**config.mk**
```make
export PLATFORM = sky130hd
export DESIGN_NAME = temp_alarm_monitor_flat
export DESIGN_NICKNAME = d
export VERILOG_FILES = /design/src/rtl/temp_mon_pkg.sv /design/src/rtl/temp_alarm_monitor_if.sv /design/src/rtl/temp_avg_window.sv /design/src/rtl/temp_alarm_monitor.sv /design/src/flat_wrapper.sv
export SDC_FILE = /design/constraint.sdc
export NUM_CORES = 1
export LEC_CHECK = 0
export CAP_MARGIN = 25
export CELL_PAD_IN_SITES_DETAIL_PLACEMENT = 1
export CELL_PAD_IN_SITES_GLOBAL_PLACEMENT = 1
export CORE_ASPECT_RATIO = 0.5
export CORE_MARGIN = 10
export CORE_UTILIZATION = 40
export CTS_BUF_LIST = sky130_fd_sc_hd__clkbuf_2
export CTS_CLUSTER_DIAMETER = 150
export CTS_CLUSTER_SIZE = 25
export DETAILED_ROUTE_END_ITERATION = 8
export PLACE_DENSITY = 0.8
export SYNTH_ARGS = -nofsm -noshare
export SYNTH_HDL_FRONTEND = slang
export SYNTH_HIERARCHICAL = 1
export SYNTH_SLANG_ARGS = --single-unit
```
**constraint.sdc**
```tcl
create_clock -name clk_fpga -period 7.24 [get_ports clk_fpga]
set_clock_uncertainty 0.2 [all_clocks]
set_input_delay 1.448 -clock clk_fpga [delete_from_list [all_inputs] [get_ports clk_fpga]]
set_output_delay 1.448 -clock clk_fpga [all_outputs]
set_load 0.1 [all_outputs]
```
**src/rtl/temp_mon_pkg.sv**
```systemverilog
// Shared types and constants for the basement temperature alarm monitor.
package temp_mon_pkg;
  localparam int TEMP_W = 13;

  typedef enum logic [1:0] {NORMAL, RISE, ALARM, FALL} state_e;

  // Whole degrees C to the sensor's 1/16 degC two's-complement code.
  function automatic logic signed [TEMP_W-1:0] degC_to_code(input int degc);
    return TEMP_W'(degc * 16);
  endfunction
endpackage

```
**src/rtl/temp_alarm_monitor_if.sv**
```systemverilog
// Sample / threshold / alarm bundle between the I2C read stage and the monitor.
// alarm_ack exists only when ALARM_LATCH_EN is defined.
interface temp_alarm_monitor_if;
  import temp_mon_pkg::*;

  logic        [15:0]       temp_raw;
  logic                     temp_valid;
  logic signed [TEMP_W-1:0] thr_high;
  logic signed [TEMP_W-1:0] thr_low;
  logic signed [TEMP_W-1:0] temp_avg;
  logic                     avg_valid;
  logic                     alarm;
`ifdef ALARM_LATCH_EN
  logic                     alarm_ack;

  modport master(output temp_raw, temp_valid, thr_high, thr_low, alarm_ack,
                 input  temp_avg, avg_valid, alarm);
  modport slave (input  temp_raw, temp_valid, thr_high, thr_low, alarm_ack,
                 output temp_avg, avg_valid, alarm);
`else
  modport master(output temp_raw, temp_valid, thr_high, thr_low,
                 input  temp_avg, avg_valid, alarm);
  modport slave (input  temp_raw, temp_valid, thr_high, thr_low,
                 output temp_avg, avg_valid, alarm);
`endif
endinterface

```
**src/rtl/temp_avg_window.sv**
```systemverilog
// Sliding-window average of the signed 13-bit temperature: circular buffer,
// running sum and fill flag; one sample per cycle, strobe two cycles after capture.
module temp_avg_window
  import temp_mon_pkg::*;
#(
  parameter int AVG_LOG2 = 2
) (
  input  logic                     clk_fpga,
  input  logic                     reset,
  input  logic [15:0]              raw,
  input  logic                     raw_valid,
  output logic signed [TEMP_W-1:0] avg,
  output logic                     avg_valid
);
  localparam int                    DEPTH  = 1 << AVG_LOG2;
  localparam int                    SUM_W  = TEMP_W + AVG_LOG2;
  localparam int                    STAGES = 2;
  localparam logic [AVG_LOG2-1:0]   LAST   = AVG_LOG2'(DEPTH - 1);

  logic [STAGES:0]           vld_pipe;
  logic signed [TEMP_W-1:0]  s1_temp;
  logic signed [TEMP_W-1:0]  win [DEPTH];
  logic [AVG_LOG2-1:0]       ptr;
  logic                      full;
  logic signed [SUM_W-1:0]   sum;
  logic signed [SUM_W-1:0]   add_ext;
  logic signed [SUM_W-1:0]   sub_ext;
  logic                      unused_lsb;

  assign unused_lsb = ^raw[2:0];

  // Slots not yet written since reset hold stale data; treat them as zero.
  always_comb begin
    add_ext = s1_temp;
    sub_ext = '0;
    if (full) sub_ext = win[ptr];
  end

  always_ff @(posedge clk_fpga) begin
    if (vld_pipe[0]) win[ptr] <= s1_temp;
  end

  always_ff @(posedge clk_fpga or posedge reset) begin
    if (reset) begin
      vld_pipe <= '0;
      s1_temp  <= '0;
      ptr      <= '0;
      full     <= 1'b0;
      sum      <= '0;
      avg      <= '0;
    end else begin
      vld_pipe[0] <= raw_valid;
      if (raw_valid) s1_temp <= raw[15:3];
      if (vld_pipe[0]) begin
        sum <= sum + add_ext - sub_ext;
        ptr <= ptr + 1'b1;
        if (ptr == LAST) full <= 1'b1;
      end
      // The write that completes the first pass already produces a valid average.
      vld_pipe[1] <= vld_pipe[0] & (full | (ptr == LAST));
      vld_pipe[2] <= vld_pipe[1];
      if (vld_pipe[1]) avg <= TEMP_W'(sum >>> AVG_LOG2);
    end
  end

  assign avg_valid = vld_pipe[STAGES];
endmodule

```
**src/rtl/temp_alarm_monitor.sv**
```systemverilog
// Windowed temperature average with a debounced, hysteretic over-temperature alarm.
// Define ALARM_LATCH_EN for a sticky alarm latch cleared by alarm_ack in NORMAL.
module temp_alarm_monitor
  import temp_mon_pkg::*;
#(
  parameter int AVG_LOG2 = 2,
  parameter int DEBOUNCE = 3
) (
  input logic                  clk_fpga,
  input logic                  reset,
  temp_alarm_monitor_if.slave  bus
);
  localparam logic [3:0] DEB = 4'(DEBOUNCE);

  logic signed [TEMP_W-1:0] avg;
  logic                     avg_valid;
  state_e                   state, state_nx;
  logic [3:0]               cnt, cnt_nx, cnt_inc;
  logic                     fsm_alarm;

  temp_avg_window #(.AVG_LOG2(AVG_LOG2)) u_window (
    .clk_fpga  (clk_fpga),
    .reset     (reset),
    .raw       (bus.temp_raw),
    .raw_valid (bus.temp_valid),
    .avg       (avg),
    .avg_valid (avg_valid)
  );

  assign bus.temp_avg  = avg;
  assign bus.avg_valid = avg_valid;

  always_ff @(posedge clk_fpga or posedge reset) begin
    if (reset) begin
      state <= NORMAL;
      cnt   <= '0;
    end else begin
      state <= state_nx;
      cnt   <= cnt_nx;
    end
  end

  always_comb begin
    state_nx = state;
    cnt_nx   = cnt;
    cnt_inc  = cnt + 4'd1;
    if (avg_valid) begin
      unique case (state)
        NORMAL: if (avg > bus.thr_high) begin
          if (DEB == 4'd1) begin state_nx = ALARM; cnt_nx = '0;   end
          else             begin state_nx = RISE;  cnt_nx = 4'd1; end
        end
        RISE: if (avg > bus.thr_high) begin
          if (cnt_inc == DEB) begin state_nx = ALARM; cnt_nx = '0; end
          else                      cnt_nx = cnt_inc;
        end else begin
          state_nx = NORMAL;
          cnt_nx   = '0;
        end
        ALARM: if (avg < bus.thr_low) begin
          if (DEB == 4'd1) begin state_nx = NORMAL; cnt_nx = '0;   end
          else             begin state_nx = FALL;   cnt_nx = 4'd1; end
        end
        FALL: if (avg < bus.thr_low) begin
          if (cnt_inc == DEB) begin state_nx = NORMAL; cnt_nx = '0; end
          else                      cnt_nx = cnt_inc;
        end else begin
          state_nx = ALARM;
          cnt_nx   = '0;
        end
        default: begin state_nx = NORMAL; cnt_nx = '0; end
      endcase
    end
  end

  assign fsm_alarm = (state == ALARM) || (state == FALL);

`ifdef ALARM_LATCH_EN
  logic latch;

  // Set has priority: an ack while the FSM is leaving NORMAL is dropped.
  always_ff @(posedge clk_fpga or posedge reset) begin
    if (reset)
      latch <= 1'b0;
    else if (state_nx == ALARM && state != ALARM)
      latch <= 1'b1;
    else if (bus.alarm_ack && state == NORMAL && state_nx == NORMAL)
      latch <= 1'b0;
  end

  assign bus.alarm = latch | fsm_alarm;
`else
  assign bus.alarm = fsm_alarm;
`endif
endmodule

```
**src/flat_wrapper.sv**
```systemverilog
// flat-port wrapper written by rule: the top's interface ports become plain ports
module temp_alarm_monitor_flat import temp_mon_pkg::*;
#(
  parameter int AVG_LOG2 = 2,
  parameter int DEBOUNCE = 3
)
  (clk_fpga, reset, bus_temp_raw, bus_temp_valid, bus_thr_high, bus_thr_low, bus_temp_avg, bus_avg_valid, bus_alarm);
  temp_alarm_monitor_if bus_i ();
  input logic clk_fpga;
  input logic reset;
  input wire logic [$bits(bus_i.temp_raw)-1:0] bus_temp_raw;
  input wire logic [$bits(bus_i.temp_valid)-1:0] bus_temp_valid;
  input wire logic [$bits(bus_i.thr_high)-1:0] bus_thr_high;
  input wire logic [$bits(bus_i.thr_low)-1:0] bus_thr_low;
  output wire logic [$bits(bus_i.temp_avg)-1:0] bus_temp_avg;
  output wire logic [$bits(bus_i.avg_valid)-1:0] bus_avg_valid;
  output wire logic [$bits(bus_i.alarm)-1:0] bus_alarm;
  assign bus_i.temp_raw = bus_temp_raw;
  assign bus_i.temp_valid = bus_temp_valid;
  assign bus_i.thr_high = bus_thr_high;
  assign bus_i.thr_low = bus_thr_low;
  assign bus_temp_avg = bus_i.temp_avg;
  assign bus_avg_valid = bus_i.avg_valid;
  assign bus_alarm = bus_i.alarm;
  temp_alarm_monitor #(.AVG_LOG2(AVG_LOG2), .DEBOUNCE(DEBOUNCE)) u_core (.clk_fpga(clk_fpga), .reset(reset), .bus(bus_i));
endmodule
```
==> summary.txt <==
Drt
  • Post-DRT Antenna Nets: 0
  • Vias: around 4000
  • Final WL: between 10000 and 15000 µm
  • 1st-pass router iterations: 4
  • WL/cell: between 15 and 20 µm
  • Drt drc: 0
  • Starting DRT DRC Count: roughly 240
  • Via/cell ratio: 5.11

Layout
  • P&R area growth vs syn: 15.0%
  • Share of cells above drive strength 1: 10.2%
  • Final core occ: 47.6%
  • Fill cells: approximately 1600
  • Post-route cell area: roughly 0.0070 mm²
  • NumNets Final: roughly 690

Global routing
  • Largest net degree at the start of global routing: 32
  • Total global routing overflow: 0
  • First-pass GRT wire length: between 20000 and 25000 µm
  • Antenna violations before repair: 1
  • Vias in the first global route: 4400
  • All-Layer GR Usage: 13.3%

CTS
  • Postcts setup bufs: 0
  • Clock Latency Late Sink: 0.61 ns
  • CTS tree: done
  • CTS Buffer Depth: 2
  • Cts hold-fix bufs: 0
  • H-tree Lvls: 3
  • Post-CTS sizing: 0
  • Clock sinks: roughly 110
  • Clock-pin slew on the worst setup and hold paths: ~0.3 ns
  • Inserted Clock Buffers: 9
  • CTS root buf: clkbuf_2

Setup path
  • Bufs and invs on worst path: 1
  • Worst Path Arrival: 2.40 ns
  • WS Path Type: flop to primary output
  • Worst Path Required: approximately 5.6 ns
  • Family with the most delay on the worst path: buffers and inverters
  • Crit path largest cell delay: 1.23 ns
  • Slowest CP cell: clkdlybuf4s50_1
  • CP Launch Type: flop
  • Worst-path maximum fanout: 10
  • Cells along the critical path: clkdlybuf4s50_1
  • Crit path capture type: primary output

Floorplanning
  • Num rows: 31
  • IO Pins: 60
  • Die Ht: 107 µm
  • Chip width: approximately 190 µm
  • Die ar.: roughly 0.021 mm²
  • Core outline area: between 0.01 and 0.015 mm²
  • Starting density of the core: a little over 40%

Synthesis
  • Post-synth ARST share: around half
  • Post-Syn Nets: about 640
  • Number of synthesized flops with an enable pin: 52
  • Largest family of logic cells by synthesized area: adder cells
  • Top FF cell, synth: dfrtp_1
  • Post-Synth Adder-Cell Area: between 10 and 15%
  • Synth Area in Compound Gates: roughly an eighth
  • Synth cell count leaders: 93 x inv_1, 53 x dfrtp_1, 52 x edfxtp_1
  • Mapped Cells: between 500 and 600
  • Simple-gate portion of the synthesized area: a little under a tenth
  • Most common cell in the netlist: inv_1
  • Largest cells by area after synthesis: edfxtp_1 26%, dfrtp_1 22%, ha_1 9.7%
  • Synth area leader: edfxtp_1
  • Sequential-to-total area share from yosys stat: a little under half
  • Synth Area in XOR/XNOR: under 10%
  • Synthesized area per cell: between 10 and 15 µm²
  • Multiplexer share of the synthesized area: under 10%
  • Syn. warnings: 6
  • Distinct cell type count after synthesis: 63
  • Synthesized area: 0.00605 mm²
  • Top cell type's share of synthesized area: between 20% and 30%
  • Synthesis-stage register bit count: 105

Placed design
  • Hpwl dp: between 10000 and 15000 µm
  • DP Area: 0.00682 mm²
  • I/O Buffers: 56
  • GP Congestion: roughly 0.84

Timing
  • Crit path time final: between 4 and 5 ns
  • Unrepaired setup endpoints after global routing: no
  • Hold Violations, Final: 0
  • Crit share post-route: a little under three fifths
  • Setup TNS Final: 0 ns
  • # setup viols final: 0
  • Slew Viols, Final: 0
  • Worst-margin pin slew: roughly 1.0 ns
  • Fmax: about 250 MHz
  • Slew HR: approximately a third

Worst hold path
  • Worst min path class: flop to flop

Status
  • Status: finished, final reports clean

Run
  • Max_cap viols: 0
-- layout make-up --
type | instances | area [µm²] | share of cell area, %
clock inverters | 6 | 61.3 | 0.881
multi-input cells | 319 | 2750 | 39.6
well taps | 198 | 248 | 3.56
repair buffers | 58 | 608 | 8.74
clock buffers | 10 | 50.0 | 0.719
diodes | 1 | 2.50 | 0.0360
inverters | 93 | 349 | 5.02
flip-flops and latches | 105 | 2890 | 41.5
-- cells by family after synthesis --
family | Yosys count
multiplexers | 32
AO/OA/AOI/OAI | 105
buffers and inverters | 109
adder cells (fa/ha/maj) | 61
XOR/XNOR | 10
flip-flops | 105
AND/OR/NAND/NOR | 111
-- worst paths after layout --
check / start / end / slack (ns) / cells past startpoint
setup / recovery: u_core/u_window/vld_pipe[2]$_DFF_PP0_ / bus_avg_valid / 3.19 / 1
hold / removal: u_core/u_window/s1_temp[6]$_DFFE_PP0P_ / u_core/u_window/win[1][6]$_DFFE_PP_ / 0.36 / 0
setup reg to reg: u_core/u_window/ptr[1]$_DFFE_PP0P_ / u_core/u_window/sum[11]$_DFFE_PP0P_ / 3.20 / 11
hold reg to reg: u_core/u_window/s1_temp[6]$_DFFE_PP0P_ / u_core/u_window/win[1][6]$_DFFE_PP_ / 0.36 / 0
max in group asynchronous: reset / u_core/u_window/s1_temp[3]$_DFFE_PP0P_ / 5.32 / 3
min in group asynchronous: reset / u_core/cnt[0]$_DFFE_PP0P_ / 0.88 / 2
-- routing by layer --
| layer | up-vias | track usage [%] | share of wire [%] | wire length (µm) |
|---|---|---|---|---|
| met4 | 0 | 3.28 | 0.60 | 81 |
| met5 | - | 0 | 0 | 0 |
| met2 | 63 | 22.2 | 46 | 6180 |
| met1 | 2004 | 17.1 | 48 | 6490 |
| li1 | 1962 | - | - | - |
| met3 | 4 | 3.11 | 4.8 | 643 |
-- state kept, by name (all words and copies together) (netlist names) --
name,cells
u_core/cnt,4
u_core/state,2
u_core/u_window/avg,13
u_core/u_window/full,1
u_core/u_window/ptr,2
u_core/u_window/s1_temp,13
u_core/u_window/sum,15
u_core/u_window/vld_pipe,3
u_core/u_window/win,52
-- cells in the final DEF (no fill, tap or decap), drive strengths merged, types with 3 or more instances in the layout --
cell type,count
a211oi,3
a21o,5
a21oi,20
a31oi,4
and2,17
and4,4
clkbuf,10
clkdlybuf4s50,56
dfrtp,53
edfxtp,52
fa,14
ha,47
inv,96
mux2,16
mux2i,4
mux4,12
nand2,37
nand2b,7
nand3,8
nand4,4
nor2,18
nor2b,4
nor3,5
o211a,4
o211ai,5
o21a,4
o21ai,34
o21bai,3
o2bb2ai,3
o31ai,3
xnor2,8
-- through the flow --
stage / setup WS (ns) / hold slack [ns] / cells
3_5_place_dp: 2.87 / 0.300 / 772
3_3_place_gp: 2.95 / 0.286 / 771
4_1_cts: 2.84 / 0.368 / 788
2_1_floorplan: 3.40 / 0.233 / 533
6_report: 3.19 / 0.357 / 790
5_1_grt: 2.94 / 0.376 / 790
Power is not shown: default switching activity piles up to over one toggle a cycle in this logic, so the estimate is an artifact.
